[src/rtl/num_class_generator_pkg.sv]
// Shared definitions for the number-class generator: class select codes,
// FSM state encoding and count sizing.
// Imported by the generator top and its combinational class matcher.
package num_class_generator_pkg;

  // Class select encodings; 6 and 7 are unused and match nothing
  localparam logic [2:0] SEL_PRIME = 3'd0;
  localparam logic [2:0] SEL_MUL2  = 3'd1;
  localparam logic [2:0] SEL_MUL3  = 3'd2;
  localparam logic [2:0] SEL_MUL5  = 3'd3;
  localparam logic [2:0] SEL_MUL7  = 3'd4;
  localparam logic [2:0] SEL_MUL11 = 3'd5;

  // Largest class (even numbers 2..14) has 7 members
  localparam int unsigned MAX_COUNT = 7;
  localparam int unsigned COUNT_W   = $clog2(MAX_COUNT + 1);

  // Final candidate of every scan; the candidate counter never wraps past it
  localparam logic [3:0] LAST_CAND = 4'd15;

  typedef enum logic [1:0] {
    IDLE = 2'd0,
    SCAN = 2'd1,
    EMIT = 2'd2,
    DONE = 2'd3
  } state_t;

endpackage

[src/rtl/num_class_match.sv]
// Combinational class membership test for a 4-bit candidate.
// Zero latency; no flow control.
// Each class is a sum of products over the candidate bits; 0 never matches.
module num_class_match
  import num_class_generator_pkg::*;
(
  input  logic [3:0] cand,
  input  logic [2:0] sel,
  output logic       match
);

  logic b3, b2, b1, b0;
  logic is_prime, is_mul2, is_mul3, is_mul5, is_mul7, is_mul11;

  assign {b3, b2, b1, b0} = cand;

  // 2,3 | 5,7 | 11 | 13
  assign is_prime = (~b3 & ~b2 &  b1      )
                  | (~b3 &  b2 &        b0)
                  | ( b3 & ~b2 &  b1 &  b0)
                  | ( b3 &  b2 & ~b1 &  b0);

  // any even value with some upper bit set, which excludes 0
  assign is_mul2  = (~b0 & b3) | (~b0 & b2) | (~b0 & b1);

  // 3, 6, 9, 12, 15
  assign is_mul3  = (~b3 & ~b2 &  b1 &  b0)
                  | (~b3 &  b2 &  b1 & ~b0)
                  | ( b3 & ~b2 & ~b1 &  b0)
                  | ( b3 &  b2 & ~b1 & ~b0)
                  | ( b3 &  b2 &  b1 &  b0);

  // 5, 10, 15
  assign is_mul5  = (~b3 &  b2 & ~b1 &  b0)
                  | ( b3 & ~b2 &  b1 & ~b0)
                  | ( b3 &  b2 &  b1 &  b0);

  // 7, 14
  assign is_mul7  = (~b3 &  b2 &  b1 &  b0)
                  | ( b3 &  b2 &  b1 & ~b0);

  // 11
  assign is_mul11 = ( b3 & ~b2 &  b1 &  b0);

  // Pick the selected class; unused select codes match nothing
  always_comb begin
    match = 1'b0;
    case (sel)
      SEL_PRIME: match = is_prime;
      SEL_MUL2:  match = is_mul2;
      SEL_MUL3:  match = is_mul3;
      SEL_MUL5:  match = is_mul5;
      SEL_MUL7:  match = is_mul7;
      SEL_MUL11: match = is_mul11;
      default:   match = 1'b0;
    endcase
  end

endmodule

[src/rtl/num_class_generator.sv]
// Scans candidates 0..15 and streams every member of the selected class.
// One candidate per cycle; a match appears on out_valid the cycle after it is checked.
// out_valid/out_num hold until out_ready; the scan pauses while stalled.
module num_class_generator
  import num_class_generator_pkg::*;
(
  input  logic       clk,
  input  logic       reset,
  input  logic       start,
  input  logic [2:0] sel,
  input  logic       out_ready,
  output logic       out_valid,
  output logic [3:0] out_num,
  output logic       busy,
  output logic       done,
  output logic [2:0] count
);

  state_t               state_q, state_d;
  logic [3:0]           cand_q,  cand_d;
  logic [2:0]           sel_q,   sel_d;
  logic [COUNT_W-1:0]   count_q, count_d;
  logic [3:0]           num_q,   num_d;
  logic                 match;

  // Class test runs against the latched select so mid-scan sel changes are inert
  num_class_match u_match (
    .cand  (cand_q),
    .sel   (sel_q),
    .match (match)
  );

  // State and datapath registers
  always_ff @(posedge clk) begin
    if (reset) begin
      state_q <= IDLE;
      cand_q  <= 4'd0;
      sel_q   <= 3'd0;
      count_q <= '0;
      num_q   <= 4'd0;
    end else begin
      state_q <= state_d;
      cand_q  <= cand_d;
      sel_q   <= sel_d;
      count_q <= count_d;
      num_q   <= num_d;
    end
  end

  // Next-state and datapath updates for the scan/emit sequence
  always_comb begin
    state_d = state_q;
    cand_d  = cand_q;
    sel_d   = sel_q;
    count_d = count_q;
    num_d   = num_q;
    case (state_q)
      IDLE: begin
        if (start) begin
          sel_d   = sel;
          count_d = '0;
          cand_d  = 4'd0;
          state_d = SCAN;
        end
      end
      SCAN: begin
        if (match) begin
          num_d   = cand_q;
          state_d = EMIT;
        end else if (cand_q == LAST_CAND) begin
          state_d = DONE;
        end else begin
          cand_d  = cand_q + 4'd1;
        end
      end
      EMIT: begin
        if (out_ready) begin
          count_d = count_q + 1'b1;
          if (cand_q == LAST_CAND) begin
            state_d = DONE;
          end else begin
            cand_d  = cand_q + 4'd1;
            state_d = SCAN;
          end
        end
      end
      DONE: begin
        state_d = IDLE;
      end
      default: begin
        state_d = IDLE;
      end
    endcase
  end

  assign out_valid = (state_q == EMIT);
  assign out_num   = num_q;
  assign busy      = (state_q != IDLE);
  assign done      = (state_q == DONE);
  assign count     = count_q;

endmodule

[config.mk]
export PLATFORM = sky130hd
export DESIGN_NAME = num_class_generator
export DESIGN_NICKNAME = d
export VERILOG_FILES = /design/src/rtl/num_class_generator_pkg.sv /design/src/rtl/num_class_match.sv /design/src/rtl/num_class_generator.sv
export SDC_FILE = /design/constraint.sdc
export NUM_CORES = 1
export LEC_CHECK = 0
export ABC_CLOCK_PERIOD_IN_PS = 2500
export BUFFER_PORTS_ARGS = -buffer_cell sky130_fd_sc_hd__buf_2
export CAP_MARGIN = 10
export CORE_ASPECT_RATIO = 1.5
export CORE_UTILIZATION = 55
export DETAILED_ROUTE_END_ITERATION = 10
export GPL_TIMING_DRIVEN = 0
export PLACE_DENSITY_LB_ADDON = 0.3
export SLEW_MARGIN = 20
export SYNTH_ARGS = -nofsm -noshare
export SYNTH_HDL_FRONTEND = slang
export SYNTH_SLANG_ARGS = --single-unit
[constraint.sdc]
create_clock -name clk -period 2.5 [get_ports clk]
set_input_delay 0.5 -clock clk [delete_from_list [all_inputs] [get_ports clk]]
set_output_delay 0.5 -clock clk [all_outputs]
set_load 0.02 [all_outputs]
## Yosys cells after proc, flatten, opt, wreduce, memory -nomap -nowiden

Index checks and enable logic that the tools add are counted.

- Eq/ne operators: 13
- Multiplexer cells: 15
- Bitwise logic cells: 42
- Reduce and logical (&&, ||, !) cells: 10
- $add $sub $neg: 2

Operators by type and width:

| kind | count |
|---|---|
| $and A1 B1 Y1 | 26 |
| $mux W4 | 4 |
| $or A1 B1 Y1 | 12 |
| $pmux W4 S3 | 1 |
| $mux W2 | 5 |
| $pmux W2 S4 | 1 |
| $eq A3 B2 Y1 const B | 2 |
| $eq A3 B3 Y1 const B | 2 |
| $mux W3 | 2 |
| $ne A2 B2 Y1 const B | 3 |
| $pmux W1 S6 | 1 |
| $pmux W3 S2 | 1 |
| $reduce_and A3 Y1 | 2 |
| $add A4 B1 Y4 const B | 1 |
| $eq A2 B2 Y1 const B | 2 |
| $eq A4 B4 Y1 const B | 1 |
| $not A1 Y1 | 4 |
| $reduce_and A2 Y1 | 2 |
| $reduce_and A4 Y1 | 1 |
| $reduce_bool A2 Y1 | 2 |
| $add A3 B1 Y3 const B | 1 |
| $eq A3 B1 Y1 const B | 1 |
| $logic_not A3 Y1 | 1 |
| $ne A3 B3 Y1 const B | 1 |
| other kinds (3) | 3 |

- Register bits: 16
- Logic and storage cells: 87
- Bits of input ports: 7
- Output and inout bits: 10

## Depth between registers and ports, before layout

Gate-level depths: netlist of run 1.

- Word-level depth: 11
- Depth in mapped cells: 10
- Depth with buffers taken out: 8

## By module

Synthesis of run 1 repeated with hierarchy kept, for this count alone.

- Cells, all modules: 121
- Area, all modules: 997.2 µm²

Modules (own cells, without submodules):

| module | area each (µm²) | cells an instance | seq. area each (µm²) | instances |
|---|---|---|---|---|
| num_class_generator | 827.0 | 96 | 320.3 | 1 |
| num_class_match | 170.2 | 25 | 0.0 | 1 |

## Worst setup path before layout of run 1

No wires, ideal clock.

- Path kind: register -> register
- From: register state_q[0]
- To: register cand_q[0]
- Data arrival time: 1930 ps
- Library setup time: 129 ps
- Path slack: 441 ps
- Data required time: 2371 ps
- Clock period less this slack: 2059 ps
- Cell stages (with the launch flop): 9
- Path buffers: 0
- Cell sequence: dfxtp_1 > inv_1 > ha_1 > inv_2 > a2bb2oi_2 > nor2b_1 > a21boi_0 > a311o_1 > o41ai_1

- Word-level cells in the longest chain between the ends: 3
- Elaborated cells between the ends (all ways): 9
- Classes of those cells: eq/ne: 5; mux: 1; reduce/logical: 3

Ends and longest elaborated chain:

| item | line | source |
|---|---|---|
| start, declared | num_class_generator.sv:19 | `state_t state_q, state_d;` |
| start signal, assigned | num_class_generator.sv:42 | `state_q <= state_d;` |
| $eq A2 B1 Y1 (tied with other cells) | num_class_generator.sv:57 | `case (state_q)` |
| $ne A2 B2 Y1 (no source line) / $reduce_bool A3 Y1 (equally long branches) | -- |  |
| $reduce_and A4 Y1 (no source line) | -- |  |
| end signal, assigned | num_class_generator.sv:43 | `cand_q <= cand_d;` |
| end, declared | num_class_generator.sv:20 | `logic [3:0] cand_q, cand_d;` |

Parallel ways exist; a longest one is shown, timed or not.
A chain may end at the register's enable or synchronous reset.

## Worst setup path after layout of run 1

Same ends and word-level chain as after synthesis.

==> results of run 1 <==
worst max path at each step:
stage	startpoint	to	slack, ps
after CTS	state_q[0]	cand_q[0]	200
after detailed placement	state_q[0]	cand_q[0]	210
final	state_q[0]	cand_q[0]	250
after floorplan	state_q[0]	cand_q[0]	440
after global routing	state_q[0]	cand_q[1]	40
after global placement	state_q[0]	cand_q[0]	300
metal layers:
| metal | GRT usage [%] | wire length [um] | vias to the layer above |
|---|---|---|---|
| met5 | 0 | 0 | - |
| li1 | - | - | 542 |
| met4 | 14.3 | 48 | 0 |
| met2 | 44.3 | 1320 | 28 |
| met1 | 30.2 | 1020 | 507 |
| met3 | 2.77 | 54 | 5 |
per-stage QoR:
stage          std cells  worst slack (ps)  power (mW)  hold slack (ps)
4_1_cts              177               197       0.928              445
6_report             177               253       0.927              446
2_1_floorplan        137               441       0.648              484
5_1_grt              177              44.8       0.996              444
3_5_place_dp         173               209       0.752              461
3_3_place_gp         173               296       0.730              455
worst min-delay path: stages:
cell and delay [ps]:
buf_2 90, nand3_1 50, a21oi_1 50
power by group:
group	switching (mW)	internal [mW]
Clock	0.0855	0.0889
Sequential	0.0337	0.287
Combinational	0.267	0.164
Total	0.387	0.540
layout by cell type (no fill, tap or decap), drive strengths merged, types with 2 or more instances in the layout:
| cell | Yosys | layout |
|---|---|---|
| a211o | 2 | 2 |
| a21oi | 13 | 13 |
| a311o | 2 | 2 |
| a311oi | 2 | 2 |
| and2 | 2 | 2 |
| buf | 6 | 21 |
| clkbuf | 3 | 7 |
| dfxtp | 16 | 16 |
| ha | 8 | 8 |
| inv | 9 | 9 |
| nand2 | 13 | 13 |
| nand3 | 8 | 8 |
| nor2 | 7 | 7 |
| nor3b | 2 | 2 |
| nor4bb | 2 | 2 |
| o211ai | 2 | 2 |
| o21ai | 11 | 11 |
| o41ai | 2 | 2 |
| or3 | 3 | 3 |
| xnor2 | 2 | 2 |
sequential cells by signal (all words and copies together) (netlist names):
signal	count
out_num	4
state_q	2
count	3
cand_q	4
sel_q	3
kinds of logic after synthesis:
logic type | after synthesis | synth area share (%)
XOR/XNOR | 3 | 2.38
adder cells (fa/ha/maj) | 8 | 9.05
AO/OA/AOI/OAI | 46 | 29.6
flip-flops | 16 | 29.0
buffers and inverters | 19 | 8.60
AND/OR/NAND/NOR | 45 | 21.4
layout make-up:
| class | count | area [um^2] | share of cell area, % |
|---|---|---|---|
| inverter | 10 | 37.5 | 3.01 |
| multi-input combinational | 102 | 693 | 55.6 |
| tap | 21 | 26.3 | 2.11 |
| sequential | 16 | 320 | 25.7 |
| buffer | 9 | 57.6 | 4.62 |
| timing repair buffer | 15 | 75.1 | 6.02 |
| clock buffer | 4 | 36.3 | 2.91 |
==> results.json, run 1 <==
{
  "status": "complete, no violations",
  "crit_slowest_cell": "dfxtp_1",
  "cts_buffers": 3,
  "worstSetupEndpointType": "flip-flop",
  "fin_skew_ps": 4.99,
  "ios": 17,
  "p_leak_nw": 0.479,
  "dr.pass1.iters": 4,
  "vdd_drop_max_uv": 707,
  "viasPerCell": 6.11,
  "synthTopCellsByArea": "dfxtp_1, ha_1, a21oi_1",
  "setup_viol": 0,
  "start_kind": "flip-flop",
  "crit_cells": 8,
  "placed_cell_area_mm2": 0.00121,
  "drv_slew": 0,
  "critical_path_class": "reg -> reg",
  "dpl.hpwl_um": 1890,
  "antenna_found_initial": 0,
  "areaGrowthSynthToFinish_pct": 12.7,
  "fin_tns_setup_ps": 0,
  "cts_sinks": 16,
  "min_path_type": "in -> reg",
  "min-delay-start": "sel[2]",
  "syn_inst": 137,
  "initial_utilization_pct": 59.6,
  "critPathBufInv": 2,
  "fmax_mhz": 445,
  "reg2reg_to": "cand_q[0]",
  "diodes": 0,
  "drt_iter0_markers": 33,
  "grt_remaining_overflow": 0,
  "r2r-start": "state_q[0]",
  "num_vias": 1082,
  "hold-path-endpoint": "sel_q[2]",
  "yosysMostFrequentCell": "dfxtp_1",
  "critical_path_arrival_ps": 2420,
  "core_area_mm2": 0.00185,
  "synth_top_cell_by_area": "dfxtp_1",
  "hold_depth": 3,
  "finish.instance_area_mm2": 0.00125,
  "synthTopCellsByCount": "dfxtp_1, a21oi_1, nand2_1",
  "rsz0062_at_grt": "no",
  "dieWidth_um": 38.6,
  "syn_avg_cell_area_um2": 8.07,
  "synth_area_mm2": 0.00111,
  "ys_seq_elements": 16,
  "cts_resized": 0,
  "critPathTopFamily": "compound AO/OA/AOI/OAI gates",
  "final_nets": 172,
  "rows": 19,
  "synth_top_area_share_pct": 29.0,
  "tightestPinTransition_ps": 445,
  "clockBufferDepth": 2,
  "drt-total-wl_um": 2440,
  "postRouteAntennaNets": 0,
  "wl_per_cell_um": 13.8,
  "reg2regPathDepth": 8,
  "routabilityCongestion": 0.786,
  "grt_max_degree": 11,
  "slew-limit-headroom_pct": 70.4,
  "path_clk_slew_ps": 100,
  "period_minus_slack_ps": 2250,
  "root_buffer": "clkbuf_4",
  "grt_pass1_wl_um": 4200,
  "ys_types": 48,
  "hold_viol": 0,
  "postCtsSetupRepairBufs": 0,
  "rrSetupSlack_ps": 250,
  "cp_cell_sequence": "inv_1 > ha_1 > inv_2 > a2bb2oi_2 > nor2b_2 > a21boi_0 > a311o_1 > o41ai_1",
  "synth_warnings": 0,
  "grt_use_total_pct": 26.1,
  "required_ps": 2680,
  "clock_latency_ps": 300,
  "htree_levels": 1,
  "dieArea_mm2": 0.00220,
  "timing.final.crit_share_pct": 89.9,
  "ys.flop_type": "dfxtp_1",
  "synth_edf_count": 0,
  "grt_pass1_vias": 999,
  "post-route-util_pct": 67.2,
  "power_density_mw_per_mm2": 744,
  "yosysSeqAreaShare_pct": 29.0,
  "die-height_um": 56.9,
  "crit_fanout": 9,
  "syn_nets": 152,
  "cap_violations": 0,
  "n_fill_cell": 161,
  "drive_gt1_share_pct": 18.6,
  "cts_tree": "yes",
  "drc": 0,
  "async_flop_share_pct": 0,
  "io_buffers": 15,
  "slowest_delay_ps": 410,
  "cts-hold-fix-buffers": 0
}
Power figures use the tool's default switching activity.
==> inputs of run 2 (changes only) <==
--- a/config.mk
+++ b/config.mk
@@ -13,6 +13,7 @@
 export DETAILED_ROUTE_END_ITERATION = 10
 export GPL_TIMING_DRIVEN = 0
 export PLACE_DENSITY_LB_ADDON = 0.3
+export RECOVER_POWER = 100
 export SLEW_MARGIN = 20
 export SYNTH_ARGS = -nofsm -noshare
 export SYNTH_HDL_FRONTEND = slang
==> run 2 against run 1 <==
Flip-flop and latch count did not move. Sequential power about the same. Setup slack improved by 18 ps. Global-route usage unchanged. Maximum frequency grew 0.82%. Power shrank 0.71%. Routed wire length increased by 0.53%. Die area did not move. Final cell count stayed put. Non-clock buffer count did not move. Largest cell class unchanged. Sequential share of layout area is 0.26 points higher.
==> results.json, run 2 (same netlist as run 1, synthesis figures left out) <==
{
  "status": "complete, no violations",
  "core_area_mm2": 0.00185,
  "hold_slack_ps": 447,
  "cap_violations": 0,
  "rrSetupSlack_ps": 270,
  "cts_tree": "yes",
  "layout_setup_ws_ps": 271,
  "cts_sinks": 16,
  "finish.instance_area_mm2": 0.00123,
  "drv_slew": 0,
  "cts_buffers": 3,
  "final_common_cell": "dfxtp_1",
  "clockBufferDepth": 2,
  "fin_skew_ps": 4.93,
  "hold-path-endpoint": "sel_q[2]",
  "rows": 19,
  "num_vias": 1076,
  "post-route-util_pct": 66.5,
  "r2r-start": "state_q[0]",
  "crit_slowest_cell": "dfxtp_1",
  "rsz0062_at_grt": "no",
  "clock_latency_ps": 300,
  "dieWidth_um": 38.6,
  "root_buffer": "clkbuf_4",
  "dr.pass1.iters": 4,
  "dieArea_mm2": 0.00220,
  "drt_iter0_markers": 27,
  "seqCellArea_um2": 320,
  "grt_max_degree": 11,
  "cp_cell_sequence": "inv_1 > ha_1 > inv_2 > a2bb2oi_2 > nor2b_2 > a21boi_0 > a311o_1 > o41ai_1",
  "viasPerCell": 6.08,
  "hold_viol": 0,
  "cts-hold-fix-buffers": 0,
  "vdd_drop_max_uv": 715,
  "dp_slack_ps": 209,
  "die-height_um": 56.9,
  "grt_remaining_overflow": 0,
  "hold_depth": 3,
  "n_fill_cell": 167,
  "diodes": 0,
  "wl_per_cell_um": 13.9,
  "drc": 0,
  "reg2regPathDepth": 8,
  "setup_viol": 0,
  "worstSetupEndpointType": "flip-flop",
  "initial_utilization_pct": 59.6,
  "slew-limit-headroom_pct": 68.4,
  "timing.final.crit_share_pct": 89.2,
  "critical_path_arrival_ps": 2410,
  "layout_common_cells": "dfxtp_1, nand2_1, clkbuf_1, a21oi_1",
  "io_buffers": 15,
  "power_density_mw_per_mm2": 746,
  "period_minus_slack_ps": 2230,
  "areaGrowthSynthToFinish_pct": 11.5,
  "min-delay-start": "sel[2]",
  "start_kind": "flip-flop",
  "postRouteAntennaNets": 0,
  "final_nets": 172,
  "fmax_mhz": 449,
  "required_ps": 2680,
  "drive_gt1_share_pct": 12.2,
  "slowest_delay_ps": 410,
  "routabilityCongestion": 0.786,
  "grt_pass1_vias": 999,
  "grt_use_total_pct": 26.1,
  "critical_path_class": "reg -> reg",
  "min_path_type": "in -> reg",
  "antenna_found_initial": 0,
  "drt-total-wl_um": 2460,
  "tightestPinTransition_ps": 473,
  "dpl.hpwl_um": 1890,
  "path_clk_slew_ps": 90,
  "postCtsSetupRepairBufs": 0,
  "crit_fanout": 9,
  "fin_tns_setup_ps": 0,
  "grt_pass1_wl_um": 4200,
  "p_leak_nw": 0.436,
  "htree_levels": 1,
  "reg2reg_to": "cand_q[0]",
  "placed_cell_area_mm2": 0.00121,
  "ios": 17,
  "multi_input_area_um2": 693
}
run 2: cell types whose count changed in the layout (fill, tap and decap cells not counted), sizes merged:
cell    previous run  this run
clkbuf             7        17
buf               21        11
run 2: per-stage QoR:
stage / cells / total power [mW]
floorplan: 137 / 0.648
global placement: 173 / 0.730
detailed placement: 173 / 0.752
CTS: 177 / 0.928
global route: 177 / 0.991
finish: 177 / 0.920
run 2: repair_timing:
| action | CTS | global route |
|---|---|---|
| gates resized for setup | 0 | 1 |
| hold endpoints to repair | 0 | 0 |
| endpoints found under the setup margin | 0 | 2 |
run 2: how the worst max path moves through the flow:
| stage | end | from |
|---|---|---|
| after global placement | cand_q[0] | state_q[0] |
| after floorplan | cand_q[0] | state_q[0] |
| after global routing | cand_q[1] | state_q[0] |
| after detailed placement | cand_q[0] | state_q[0] |
| final | cand_q[0] | state_q[0] |
| after CTS | cand_q[0] | state_q[0] |
run 2: report_power, final:
group	total, mW	switching (mW)	internal (mW)	leakage [nW]
clock network	0.174	0.0849	0.0889	0.0210
logic	0.425	0.267	0.158	0.285
registers	0.321	0.0336	0.287	0.130
total	0.920	0.386	0.535	0.436
run 2: layout make-up:
cell class / instances / share of cell area, %
Inverter: 10 / 3.04
Multi-Input combinational cell: 102 / 56.2
Tap cell: 21 / 2.13
Sequential cell: 16 / 26.0
Buffer: 9 / 4.67
Clock buffer: 4 / 2.94
Timing Repair Buffer: 15 / 5.07
run 2: critical path: cells and delay by family, from the launching register on:
family,cells,cell delay [ps]
compound gates,4,850
flops,1,410
simple gates,1,320
fa+ha+maj,1,310
buf+inv,2,210
run 2: routing by layer:
layer	vias up	routed length, um	GRT usage [%]
met1	500	1000	30.2
met3	5	63	2.77
li1	542	-	-
met5	-	0	0
met2	29	1340	44.3
met4	0	48	14.3
